<file path="config.mk">
export PLATFORM = sky130hd
export DESIGN_NAME = jt12_eg_adsr_flat
export DESIGN_NICKNAME = d
export VERILOG_FILES = /design/src/rtl/jt12_eg_adsr_if.sv /design/src/rtl/jt12_eg_adsr.sv /design/src/flat_wrapper.sv
export SDC_FILE = /design/constraint.sdc
export NUM_CORES = 1
export LEC_CHECK = 0
export ABC_AREA = 1
export CAP_MARGIN = 0
export CELL_PAD_IN_SITES_DETAIL_PLACEMENT = 0
export CELL_PAD_IN_SITES_GLOBAL_PLACEMENT = 1
export CORE_UTILIZATION = 43
export CTS_CLUSTER_DIAMETER = 120
export DETAILED_ROUTE_END_ITERATION = 8
export GPL_TIMING_DRIVEN = 0
export PLACE_DENSITY_LB_ADDON = 0.12
export SLEW_MARGIN = 20
export SYNTH_ARGS = -nofsm -noshare
export SYNTH_HDL_FRONTEND = slang
export SYNTH_SLANG_ARGS = --single-unit
export TNS_END_PERCENT = 5
</file>
<file path="constraint.sdc">
create_clock -name clk -period 12.3 [get_ports clk]
set_input_delay 2.46 -clock clk [delete_from_list [all_inputs] [get_ports clk]]
set_output_delay 2.46 -clock clk [all_outputs]
set_load 0.01 [all_outputs]
</file>
<file path="src/rtl/jt12_eg_adsr_if.sv">
// Slot-parameter inputs and processed-slot envelope outputs of the ADSR engine.
// The bench drives through master; the engine attaches as slave.
interface jt12_eg_adsr_if;
  logic       keyon;
  logic [4:0] ar;
  logic [4:0] d1r;
  logic [4:0] d2r;
  logic [3:0] rr;
  logic [3:0] sl;
  logic [4:0] keycode;
  logic [1:0] ks;
  logic [4:0] slot;
  logic [9:0] eg_pure_out;
  logic [1:0] eg_state;
  logic       eg_tick;

  modport master (
    output keyon, ar, d1r, d2r, rr, sl, keycode, ks,
    input  slot, eg_pure_out, eg_state, eg_tick
  );

  modport slave (
    input  keyon, ar, d1r, d2r, rr, sl, keycode, ks,
    output slot, eg_pure_out, eg_state, eg_tick
  );
endinterface

</file>
<file path="src/rtl/jt12_eg_adsr.sv">
// Time-multiplexed ADSR envelope engine: one slot per clk_en, per-slot attenuation,
// state and key history held in flop arrays indexed by the slot counter.
module jt12_eg_adsr #(
  parameter int NSLOTS = 24,
  parameter int CNTW   = 15
) (
  input  logic           clk,
  input  logic           rst_n,
  input  logic           clk_en,
  jt12_eg_adsr_if.slave  eg
);

  typedef enum logic [1:0] {
    ST_ATTACK  = 2'd0,
    ST_DECAY   = 2'd1,
    ST_SUSTAIN = 2'd2,
    ST_RELEASE = 2'd3
  } eg_state_e;

  logic [4:0]      slot_q, slot_d;
  logic [1:0]      div3_q, div3_d;
  logic [CNTW-1:0] eg_cnt_q, eg_cnt_d;
  logic            eg_tick_q, eg_tick_d;
  logic [9:0]      eg_pure_out_q, eg_pure_out_d;
  eg_state_e       eg_state_q, eg_state_d;

  logic [9:0]        att_q [NSLOTS];
  eg_state_e         st_q  [NSLOTS];
  logic [NSLOTS-1:0] kon_prev_q;

  logic [9:0]  att_cur, att_d, slv;
  eg_state_e   st_cur, st_d;
  logic        kon_cur, kon_prev_d, rise, fall;
  logic [4:0]  base_r, inc;
  logic [5:0]  rate, ar_rate;
  logic [13:0] prod;
  logic [10:0] dec, sum;

  function automatic logic [5:0] eff_rate(input logic [4:0] r, input logic [4:0] kc,
                                          input logic [1:0] ksv);
    logic [6:0] total;
    total = {1'b0, r, 1'b0} + 7'(kc >> (2'd3 - ksv));
    if (r == 5'd0)          return 6'd0;
    else if (total > 7'd63) return 6'd63;
    else                    return total[5:0];
  endfunction

  function automatic logic [4:0] step_inc(input logic [5:0] rt, input logic [CNTW-1:0] cnt);
    logic [7:0]      pat;
    logic [3:0]      shift;
    logic [CNTW-1:0] mask;
    logic [2:0]      idx;
    case (rt[1:0])
      2'd0:    pat = 8'b1010_1010;
      2'd1:    pat = 8'b1011_1010;
      2'd2:    pat = 8'b1110_1110;
      default: pat = 8'b1111_1110;
    endcase
    shift = 4'd11 - rt[5:2];
    mask  = (CNTW'(1) << shift) - CNTW'(1);
    idx   = 3'(cnt >> shift);
    if (rt < 6'd4)       return 5'd0;
    else if (rt < 6'd48) return ((cnt & mask) == '0) ? {4'd0, pat[idx]} : 5'd0;
    else if (rt < 6'd62) return (5'd1 + {4'd0, pat[cnt[2:0]]}) << (rt[5:2] - 4'd12);
    else                 return 5'd8;
  endfunction

  assign att_cur    = att_q[slot_q];
  assign st_cur     = st_q[slot_q];
  assign kon_cur    = kon_prev_q[slot_q];
  assign kon_prev_d = eg.keyon;
  assign rise       = eg.keyon & ~kon_cur;
  assign fall       = ~eg.keyon & kon_cur;
  assign slv        = (eg.sl == 4'd15) ? 10'h3E0 : {eg.sl, 5'b0};

  // Slot sequencing and the global envelope clock.
  always_comb begin
    slot_d    = slot_q + 5'd1;
    div3_d    = div3_q;
    eg_cnt_d  = eg_cnt_q;
    eg_tick_d = eg_tick_q;
    if (slot_q == 5'(NSLOTS - 1)) begin
      slot_d    = 5'd0;
      eg_tick_d = (div3_q == 2'd2);
      if (div3_q == 2'd2) begin
        div3_d   = 2'd0;
        eg_cnt_d = eg_cnt_q + CNTW'(1);
      end else begin
        div3_d = div3_q + 2'd1;
      end
    end
  end

  // Envelope next-state for the slot currently on the slot output.
  always_comb begin
    case (st_cur)
      ST_ATTACK:  base_r = eg.ar;
      ST_DECAY:   base_r = eg.d1r;
      ST_SUSTAIN: base_r = eg.d2r;
      default:    base_r = {eg.rr, 1'b1};
    endcase
    rate    = eff_rate(base_r, eg.keycode, eg.ks);
    ar_rate = eff_rate(eg.ar, eg.keycode, eg.ks);
    inc     = eg_tick_q ? step_inc(rate, eg_cnt_q) : 5'd0;
    prod    = 14'(att_cur) * 14'(inc);
    dec     = 11'(prod >> 4) + 11'd1;
    sum     = {1'b0, att_cur} + 11'(inc);
    att_d   = att_cur;
    st_d    = st_cur;

    if (rise) begin
      st_d = ST_ATTACK;
      if (ar_rate >= 6'd62) att_d = 10'd0;
    end else if (fall) begin
      st_d = ST_RELEASE;
    end else if (eg_tick_q) begin
      if (st_cur == ST_ATTACK) begin
        if (inc != 5'd0 && att_cur != 10'd0)
          att_d = (dec >= {1'b0, att_cur}) ? 10'd0 : att_cur - 10'(dec);
        if (att_d == 10'd0) st_d = ST_DECAY;
      end else begin
        att_d = (sum > 11'h3FF) ? 10'h3FF : sum[9:0];
        if (st_cur == ST_DECAY && att_d >= slv) st_d = ST_SUSTAIN;
      end
    end

    eg_pure_out_d = att_d;
    eg_state_d    = st_d;
  end

  always_ff @(posedge clk) begin
    if (!rst_n) begin
      slot_q        <= 5'd0;
      div3_q        <= 2'd0;
      eg_cnt_q      <= '0;
      eg_tick_q     <= 1'b0;
      eg_pure_out_q <= 10'h3FF;
      eg_state_q    <= ST_RELEASE;
      kon_prev_q    <= '0;
      // NOTE: slot storage is a flop bank, not a RAM, so one reset cycle clears every slot.
      for (int i = 0; i < NSLOTS; i++) begin
        att_q[i] <= 10'h3FF;
        st_q[i]  <= ST_RELEASE;
      end
    end else if (clk_en) begin
      slot_q             <= slot_d;
      div3_q             <= div3_d;
      eg_cnt_q           <= eg_cnt_d;
      eg_tick_q          <= eg_tick_d;
      eg_pure_out_q      <= eg_pure_out_d;
      eg_state_q         <= eg_state_d;
      att_q[slot_q]      <= att_d;
      st_q[slot_q]       <= st_d;
      kon_prev_q[slot_q] <= kon_prev_d;
    end
  end

  assign eg.slot        = slot_q;
  assign eg.eg_pure_out = eg_pure_out_q;
  assign eg.eg_state    = eg_state_q;
  assign eg.eg_tick     = eg_tick_q;

endmodule
</file>
<file path="src/flat_wrapper.sv">
// flat-port wrapper written by rule: the top's interface ports become plain ports
module jt12_eg_adsr_flat 
#(
  parameter int NSLOTS = 24,
  parameter int CNTW   = 15
)
  (clk, rst_n, clk_en, eg_keyon, eg_ar, eg_d1r, eg_d2r, eg_rr, eg_sl, eg_keycode, eg_ks, eg_slot, eg_eg_pure_out, eg_eg_state, eg_eg_tick);
  jt12_eg_adsr_if eg_i ();
  input  logic clk;
  input  logic rst_n;
  input  logic clk_en;
  input wire logic [$bits(eg_i.keyon)-1:0] eg_keyon;
  input wire logic [$bits(eg_i.ar)-1:0] eg_ar;
  input wire logic [$bits(eg_i.d1r)-1:0] eg_d1r;
  input wire logic [$bits(eg_i.d2r)-1:0] eg_d2r;
  input wire logic [$bits(eg_i.rr)-1:0] eg_rr;
  input wire logic [$bits(eg_i.sl)-1:0] eg_sl;
  input wire logic [$bits(eg_i.keycode)-1:0] eg_keycode;
  input wire logic [$bits(eg_i.ks)-1:0] eg_ks;
  output wire logic [$bits(eg_i.slot)-1:0] eg_slot;
  output wire logic [$bits(eg_i.eg_pure_out)-1:0] eg_eg_pure_out;
  output wire logic [$bits(eg_i.eg_state)-1:0] eg_eg_state;
  output wire logic [$bits(eg_i.eg_tick)-1:0] eg_eg_tick;
  assign eg_i.keyon = eg_keyon;
  assign eg_i.ar = eg_ar;
  assign eg_i.d1r = eg_d1r;
  assign eg_i.d2r = eg_d2r;
  assign eg_i.rr = eg_rr;
  assign eg_i.sl = eg_sl;
  assign eg_i.keycode = eg_keycode;
  assign eg_i.ks = eg_ks;
  assign eg_slot = eg_i.slot;
  assign eg_eg_pure_out = eg_i.eg_pure_out;
  assign eg_eg_state = eg_i.eg_state;
  assign eg_eg_tick = eg_i.eg_tick;
  jt12_eg_adsr #(.NSLOTS(NSLOTS), .CNTW(CNTW)) u_core (.clk(clk), .rst_n(rst_n), .clk_en(clk_en), .eg(eg_i));
endmodule
</file>
# --- Word level (Yosys, flattened, before mapping) ---
# Memories as Yosys holds them, arrays and structs flattened. A register that Yosys moved wholly into a read port is not among the register bits.
# Cells that the tools add are included.
# W data, S select, Z words.
word_totals:
  ff_bits: 59
  mem_bits_rw: 288
  inputBits: 34
  out_inout_bits: 18
  word_cells: 122
  n_memories: 2
mem_list:
  columns: ["name", "words", "width", "rd", "rd_ports_with_merged_regs", "wr", "line_no", "source"]
  rows:
  - ["u_core.att_q", 24, 10, 1, 1, 24, "jt12_eg_adsr.sv:27", "logic [9:0] att_q [NSLOTS];"]
  - ["u_core.st_q", 24, 2, 1, 1, 24, "jt12_eg_adsr.sv:28", "eg_state_e st_q [NSLOTS];"]
classes:
  addsub: 13
  multipliers: 1
  magnitude_cmp: 13
  n_eq_ne: 7
  shift: 4
  n_mux: 55
  n_bitwise: 5
  reduce_logical: 15
op_table:
  columns: ["operator", "n"]
  rows:
  - ["$mux W10", 14]
  - ["$mux W5", 11]
  - ["$bwmux W24", 1]
  - ["$mux W6", 4]
  - ["$pmux W7 S3", 1]
  - ["$mux W2", 8]
  - ["$add A15 B1 Y15 const B", 1]
  - ["$and A15 B15 Y15", 1]
  - ["$logic_not A15 Y1", 1]
  - ["$pmux W5 S3", 1]
  - ["$shl A1 B4 Y15 const A", 1]
  - ["$shr A15 B4 Y3", 1]
  - ["$sub A15 B2 Y15 const B", 1]
  - ["$add A6 B7 Y7", 2]
  - ["$gt A7 B6 Y1 const B", 2]
  - ["$mul A10 B5 Y14", 1]
  - ["$lt A6 B6 Y1 const B", 2]
  - ["$add A10 B1 Y11 const B", 1]
  - ["$add A10 B5 Y11", 1]
  - ["$ge A11 B10 Y1", 1]
  - ["$gt A11 B10 Y1 const B", 1]
  - ["$mux W1", 11]
  - ["$ge A10 B10 Y1", 1]
  - ["$logic_not A10 Y1", 1]
  - ["other kinds (32)", 43]

# --- Depth between registers and ports, before layout ---
# Gate-level depths: netlist of the first run.
depth:
  depth_word: 32
  ltp_mapped: 77
  mapped_depth_nobuf: 73

# --- Worst setup path before layout of the first run ---
# Ideal clock, no wire load.
synth_path:
  path_type: "input to register"
  start: "input eg_ks[0]"
  end: "memory u_core.att_q[24][1] (data pin)"
  setup_ps: 159
  arrival_ps: 11380
  path_slack_ps: 761
  cell_stages: 48
  path_buffers: 3
  cell_sequence: "clkbuf_1 o21ai_0 o21ai_0 ha_1 a31oi_1 nor2_1 nor2_1 nand3b_2 nand2_1 nand2_1 inv_1 ha_1 inv_1 buf_2 a31oi_1 nor2_1 inv_1 nor2_1 [12 not listed] xor2_2 nor3b_1 xor2_1 inv_1 ha_1 inv_1 nor3_1 nand4_1 o311ai_0 a21o_1 a21oi_1 nand3_1 o21ai_1 a21oi_1 o21ai_1 nand2_1 buf_2 inv_1"
synth_lines:
  columns: ["element", "line_no", "source"]
  rows:
  - ["start: declaration", "flat_wrapper.sv:19", "input wire logic [$bits(eg_i.ks)-1:0] eg_ks;"]
  - ["end: declaration", "jt12_eg_adsr.sv:27", null]

==> flow_metrics.py, run 1 <==
metrics = {
    "clock_network": {
        "clk_pin_slew_ns": 0.06,
        "cts_max_level": 2,
        "cts_tree": "built",
        "clkLatencyLatePin_ns": 0.61,
        "cts_root_buf": "clkbuf_16",
        "cts_sinks": 448,
        "clock_path_buffers": 3,
        "cts-buffers-inserted": 49,
    },
    "synth": {
        "async_flop_share_pct": 0,
        "ys.warnings.count": 0,
        "synth_area_leaders": "edfxtp_1 (47%), nand2_1 (10%), o21ai_0 (5.4%)",
        "synth_area_mm2": 0.0243,
        "synth_commonest_cells": "nand2_1 (672), edfxtp_1 (384), nor2_1 (332)",
        "synth-edff-count": 384,
        "yosysSeqAreaShare_pct": 52.7,
        "netlist_instances": 2728,
        "yosys.area.top_type": "edfxtp_1",
        "synth.avg_cell_area_um2": 8.91,
        "yosysMostFrequentCell": "nand2_1",
        "ys.flop_type": "edfxtp_1",
        "synth.distinct_cells": 59,
        "syn_nets": 2860,
        "synth_top_area_share_pct": 47.4,
        "synth-seq-cells": 448,
    },
    "drt": {
        "drc": 0,
        "ant_nets": 0,
        "wl_per_cell_um": 24.1,
        "wirelength_um": 88000,
        "drt-initial-drc-count": 2338,
        "firstDrtPassIters": 6,
        "detail_route.vias_per_cell": 5.71,
        "dr_total_vias": 20900,
    },
    "grt": {
        "grt_pass1_vias": 19800,
        "grt-ovfl-total": 0,
        "grt_first_pass_wirelength_um": 127000,
        "grt_max_degree": 15,
        "grt_use_total_pct": 30.5,
        "antenna_found_initial": 2,
    },
    "cells_and_area": {
        "synthToLayoutAreaGrowth_pct": 15.9,
        "n_antenna_cell": 0,
        "final_cell_count_no_fill": 3658,
        "nets": 3004,
        "n_fill_cell": 5335,
        "finish.utilization_pct": 50.8,
        "drive_gt1_share_pct": 10.6,
    },
    "timing": {
        "fmaxAchievable_mhz": 84.4,
        "whs_ns": 0.473,
        "setup_violations": 0,
        "min_period_ns": 11.84,
        "fin_ws_ns": 0.458,
        "hold_violations": 0,
        "skew_ns": 0.0230,
        "tightestPinTransition_ns": 1.12,
        "slew_headroom_pct": 25.0,
        "fin_tns_setup_ns": 0,
        "timing.final.crit_share_pct": 96.3,
        "slew_viol_final": 0,
    },
    "floorplanning": {
        "die-width_um": 240,
        "initial_utilization_pct": 43.8,
        "die_y_um": 240,
        "core_mm2": 0.0555,
        "num_rows": 86,
        "io_pins": 52,
        "die-area_mm2": 0.0575,
    },
    "worst_setup_path": {
        "crit_required_ns": 12.62,
        "end_kind": "register",
        "max_stage_delay_ns": 0.59,
        "cp.arrival_ns": 12.17,
        "crit_fanout": 10,
        "startpoint_type": "register",
        "crit_type": "reg -> reg",
        "crit_path_top_delay_cell": "clkbuf_1",
        "critical_path.top_delay_family": "buffers and inverters",
        "crit_top_cell": "inv_1",
        "path_buf_inv": 14,
    },
    "run": {
        "drv_cap": 0,
    },
    "power": {
        "p_per_area_mw_per_mm2": 145,
        "ir_drop_mv": 0.123,
        "p_leak_nw": 10.0,
    },
    "placed_design": {
        "io_buffers": 49,
        "dp_slack_ns": -2.23,
        "finalWeightedCongestion": 0.921,
        "post-dp-hpwl_um": 63500,
        "place_inst": 3534,
    },
    "outcome": {
        "status": "complete, no violations",
    },
    "hold_path": {
        "hp-class": "reg -> reg",
    },
}
## metal layers
| layer | track usage (%) | vias to the layer above | share of wire (%) |
|---|---|---|---|
| met5 | 0 | - | 0.015 |
| met4 | 10.9 | 2 | 3.2 |
| met3 | 4.84 | 170 | 8.7 |
| met2 | 48.7 | 971 | 46 |
| met1 | 41.8 | 10200 | 42 |
| li1 | - | 9582 | - |
## cell usage in the layout, fill, tap and decap left out, drive strengths merged, types with 26 or more instances in the layout
cell,synthesis,final
a21oi,78,79
buf,77,114
clkbuf,75,140
clkdlybuf4s50,0,49
dfxtp,64,64
edfxtp,384,384
ha,73,73
inv,225,226
nand2,682,682
nand3,198,198
nand4,26,26
nor2,339,339
o21ai,281,281
o221ai,63,63
## final cells by class
cell class | count | area [µm²] | share of cell area, %
flip-flops and latches | 448 | 12800 | 45.5
multi-input cells | 1891 | 10200 | 36.1
clock buffers | 59 | 1290 | 4.59
well taps | 748 | 936 | 3.32
plain buffers | 161 | 901 | 3.20
repair buffers | 92 | 880 | 3.12
inverters | 229 | 877 | 3.11
clock inverters | 30 | 317 | 1.12
## path summary, 6_finish.rpt
kind	startpoint	endpoint	slack, ns	depth (start not counted)
setup / recovery	register	u_core.att_q[30][4]$_DFFE_PP_	0.46	45
hold reg to reg	u_core.eg.eg_pure_out[5]$_SDFFE_PN1P_	u_core.eg.eg_pure_out[5]$_SDFFE_PN1P_	0.47	2
hold / removal	u_core.eg.eg_pure_out[5]$_SDFFE_PN1P_	u_core.eg.eg_pure_out[5]$_SDFFE_PN1P_	0.47	2
setup reg to reg	register	u_core.att_q[30][4]$_DFFE_PP_	0.46	45
## worst register-to-register path: cells and delay by family, from the launching register on
kind	cells	cell delay, ns
xor gates and xnor gates	2	0.40
AOI/OAI and AO/OA	11	2.54
DFF	1	0.38
buffers and inverters	14	4.00
and+or+nand+nor	13	1.91
adders and majority gates	5	2.29
## power by group
group	internal, mW	switching [mW]
clock network	0.859	0.641
logic	0.276	0.628
registers	1.67	0.00482
total	2.80	1.27
## repair_timing
item / in CTS / in global routing
setup endpoints to repair: 363 / 363
resized for setup: 47 / 55
setup buffers: 10 / 24
pin swaps: 6 / 16
gates cloned: 0 / 1
hold buffers: 0 / 0
## logic make-up after synthesis
group	synth area share, %
and+or+nand+nor	22.0
adders and majority gates	5.81
DFF	52.7
AOI/OAI and AO/OA	11.4
buffers and inverters	7.02
xor gates and xnor gates	1.11
muxes	0.0412
## sequential cells by signal, summed over array words and instances (netlist names), named ones only
name                   flops
u_core.att_q             320
u_core.st_q               64
u_core.kon_prev_q         24
u_core.eg_cnt_q           15
u_core.eg.eg_pure_out     10
u_core.eg.slot             5
u_core.div3_q              2
u_core.eg.eg_state         2
u_core.eg.eg_tick          1
## per-stage QoR
step	total power, mW	instance area (µm²)
finish	4.08	28200
global route	4.22	28200
CTS	4.01	27800
detailed placement	2.51	25900
global placement	2.51	25700
floorplan	2.23	24300
Note: power is estimated with default switching activity, not from simulation.
==> run 2: changes to the inputs <==
--- a/config.mk
+++ b/config.mk
@@ -5,12 +5,13 @@
 export SDC_FILE = /design/constraint.sdc
 export NUM_CORES = 1
 export LEC_CHECK = 0
-export ABC_AREA = 1
+export ABC_AREA = 0
 export CAP_MARGIN = 0
 export CELL_PAD_IN_SITES_DETAIL_PLACEMENT = 0
 export CELL_PAD_IN_SITES_GLOBAL_PLACEMENT = 1
 export CORE_UTILIZATION = 43
 export CTS_CLUSTER_DIAMETER = 120
+export CTS_CLUSTER_SIZE = 24
 export DETAILED_ROUTE_END_ITERATION = 8
 export GPL_TIMING_DRIVEN = 0
 export PLACE_DENSITY_LB_ADDON = 0.12
==> flow_metrics.py, run 2 <==
metrics = {
    "synth": {
        "synth_area_leaders": "edfxtp_1 (48%), mux4_2 (9.8%), nand2_1 (6.2%)",
        "muxShareOfSynthArea_pct": 12.5,
        "ys.flop_type": "edfxtp_1",
        "synth_commonest_cells": "nand2_1 (401), edfxtp_1 (384), nor2_1 (131)",
        "synth_xor_area_share_pct": 1.90,
        "synth_top_area_share_pct": 47.5,
        "synth-edff-count": 384,
        "netlist_instances": 2069,
        "synth_adder_area_share_pct": 5.87,
        "synth-seq-cells": 448,
        "synth_compound_area_share_pct": 8.65,
        "yosys.area.top_type": "edfxtp_1",
        "synth_area_mm2": 0.0243,
        "yosysSeqAreaShare_pct": 52.8,
        "syn_nets": 2201,
        "ys.warnings.count": 0,
        "synth-simple-area-share_pct": 13.6,
        "synth.avg_cell_area_um2": 11.7,
        "synth_top_family_by_area": "simple AND/OR/NAND/NOR gates",
        "async_flop_share_pct": 0,
        "synth.distinct_cells": 92,
        "yosysMostFrequentCell": "nand2_1",
    },
    "cells_and_area": {
        "final_common_cell": "nand2_1",
        "largest_reg_flops": 320,
        "final_cell_count_no_fill": 3019,
        "synthToLayoutAreaGrowth_pct": 16.9,
        "n_antenna_cell": 0,
        "nets": 2387,
        "final_cell_mix": "nand2_1 (397), edfxtp_1 (384), nor2_1 (117), mux4_2 (106), inv_1 (104)",
        "top_regs": "u_core.att_q (320), u_core.st_q (64), u_core.kon_prev_q (24)",
        "regMostFlops": "u_core.att_q",
        "drive_gt1_share_pct": 21.6,
    },
    "hold_path": {
        "hp-class": "reg -> reg",
    },
    "timing": {
        "hold_violations": 0,
        "skew_ns": 0.0308,
        "slew_viol_final": 0,
        "setup_violations": 0,
        "timing.final.crit_share_pct": 97.4,
        "min_period_ns": 11.98,
        "fmaxAchievable_mhz": 83.4,
        "slew_headroom_pct": 28.8,
        "tightestPinTransition_ns": 1.07,
        "fin_ws_ns": 0.316,
    },
    "placed_design": {
        "post-dp-hpwl_um": 56300,
        "dp_slack_ns": -2.22,
        "place_inst": 2895,
        "io_buffers": 49,
        "finalWeightedCongestion": 0.916,
    },
    "worst_setup_path": {
        "critical_path.top_delay_family": "compound AO/OA/AOI/OAI gates",
        "cp.arrival_ns": 12.41,
        "startpoint_type": "primary input",
        "crit_fanout": 6,
        "max_stage_delay_ns": 0.58,
        "path_buf_inv": 9,
        "crit_required_ns": 12.72,
        "crit_path_top_delay_cell": "fa_1",
        "crit_type": "in -> reg",
        "end_kind": "register",
    },
    "floorplanning": {
        "die-width_um": 240,
        "core_mm2": 0.0554,
        "die_y_um": 240,
        "num_rows": 86,
        "die-area_mm2": 0.0574,
        "initial_utilization_pct": 43.8,
        "io_pins": 52,
    },
    "drt": {
        "dr_total_vias": 17700,
        "wirelength_um": 77300,
        "detail_route.vias_per_cell": 5.85,
        "firstDrtPassIters": 5,
        "drc": 0,
        "drt-initial-drc-count": 1659,
        "ant_nets": 0,
        "wl_per_cell_um": 25.6,
    },
    "clock_network": {
        "cts_hold_buf": 0,
        "cts_root_buf": "clkbuf_16",
        "cts_max_level": 1,
        "clkLatencyLatePin_ns": 0.57,
        "clock_path_buffers": 3,
        "cts_tree": "built",
        "clk_pin_slew_ns": 0.10,
        "cts-buffers-inserted": 22,
        "cts_sinks": 448,
    },
    "power": {
        "p_leak_nw": 8.76,
        "switchingPower_uw": 861,
        "power.total_mw": 3.11,
        "ir_drop_mv": 0.101,
        "cell_internal_pwr_mw": 2.25,
        "p_comb_share_pct": 20.0,
        "pwr-share-seq_pct": 53.2,
        "switching_share_pct": 27.7,
        "clkPwrFrac_pct": 26.8,
        "p_per_area_mw_per_mm2": 110,
    },
    "run": {
        "drv_cap": 0,
    },
    "grt": {
        "grt-ovfl-total": 0,
        "grt_first_pass_wirelength_um": 114000,
        "grt_pass1_vias": 17400,
        "antenna_found_initial": 0,
        "grt_max_degree": 26,
        "grt_use_total_pct": 27.2,
    },
    "outcome": {
        "status": "complete, no violations",
    },
}
[run 2: path summary, 6_finish.rpt]
kind / startpoint / end / slack (ns) / depth (start not counted)
worst min register to register: u_core.kon_prev_q[7]$_SDFFE_PN0P_ / u_core.kon_prev_q[7]$_SDFFE_PN0P_ / 0.48 / 2
worst max-delay path: eg_keycode[3] / u_core.st_q[10][0]$_SDFFCE_PN1P_ / 0.32 / 53
worst min-delay path: u_core.kon_prev_q[7]$_SDFFE_PN0P_ / u_core.kon_prev_q[7]$_SDFFE_PN0P_ / 0.48 / 2
worst max register to register: register / u_core.st_q[10][0]$_SDFFCE_PN1P_ / 0.43 / 56
[run 2: repair_timing]
| item | CTS | global route |
|---|---|---|
| pin swaps | 34 | 49 |
| buffers inserted | 46 | 39 |
| resized for setup | 81 | 121 |
| endpoints found under the setup margin | 390 | 362 |
| cloned | 1 | 1 |
[run 2: power groups by stage]
stage	sequential [mW]	clock (mW)	combinational, mW
3_3_place_gp	1.69	0	0.484
5_1_grt	1.65	0.888	0.655
3_5_place_dp	1.69	0	0.495
6_report	1.65	0.834	0.620
4_1_cts	1.65	0.846	0.543
2_1_floorplan	1.69	0	0.310
[run 2: logic make-up (layout without fill, tap and decap cells)]
kind of cell	count (synthesis)	in the layout
buf+inv	256	458
compound gates	315	315
fa+ha+maj	99	99
xor+xnor	51	51
flops	448	448
mux	168	168
simple gates	732	732
[run 2: routing by layer]
metal	vias up	GRT usage [%]	share of wire [%]
met5	-	0	0
li1	7881	-	-
met2	645	47.4	50
met3	98	2.51	5.9
met4	0	6.37	2.4
met1	9027	36.6	42
[run 2: final cells by class]
| type | instances | area, µm² |
|---|---|---|
| fill | 4915 | 27100 |
| sequential | 448 | 12800 |
| multi-input combinational | 1365 | 11100 |
| timing repair buffer | 165 | 1600 |
| tap | 748 | 936 |
| buffer | 129 | 821 |
| clock buffer | 39 | 636 |
| inverter | 124 | 487 |
| clock inverter | 1 | 8.76 |
[run 2: worst reg2reg max path: cells and delay by family, from the launching register on]
kind | cells | cell delay [ns]
adder cells (fa/ha/maj) | 10 | 3.63
AO/OA/AOI/OAI | 19 | 3.32
AND/OR/NAND/NOR | 11 | 2.13
buffers and inverters | 12 | 1.37
multiplexers | 2 | 0.60
flip-flops | 1 | 0.34
XOR/XNOR | 2 | 0.33
[run 2: through the flow]
stage          util, %  TNS (ns)  hold slack (ns)  instance area (µm²)
5_1_grt           51.2    -0.149            0.493                28400
2_1_floorplan        -         0            0.442                24400
6_report          51.2         0            0.478                28400
3_3_place_gp      46.5   -692.20            0.455                25800
4_1_cts           49.8  -0.00570            0.477                27600
3_5_place_dp      47.4   -726.85            0.456                26300
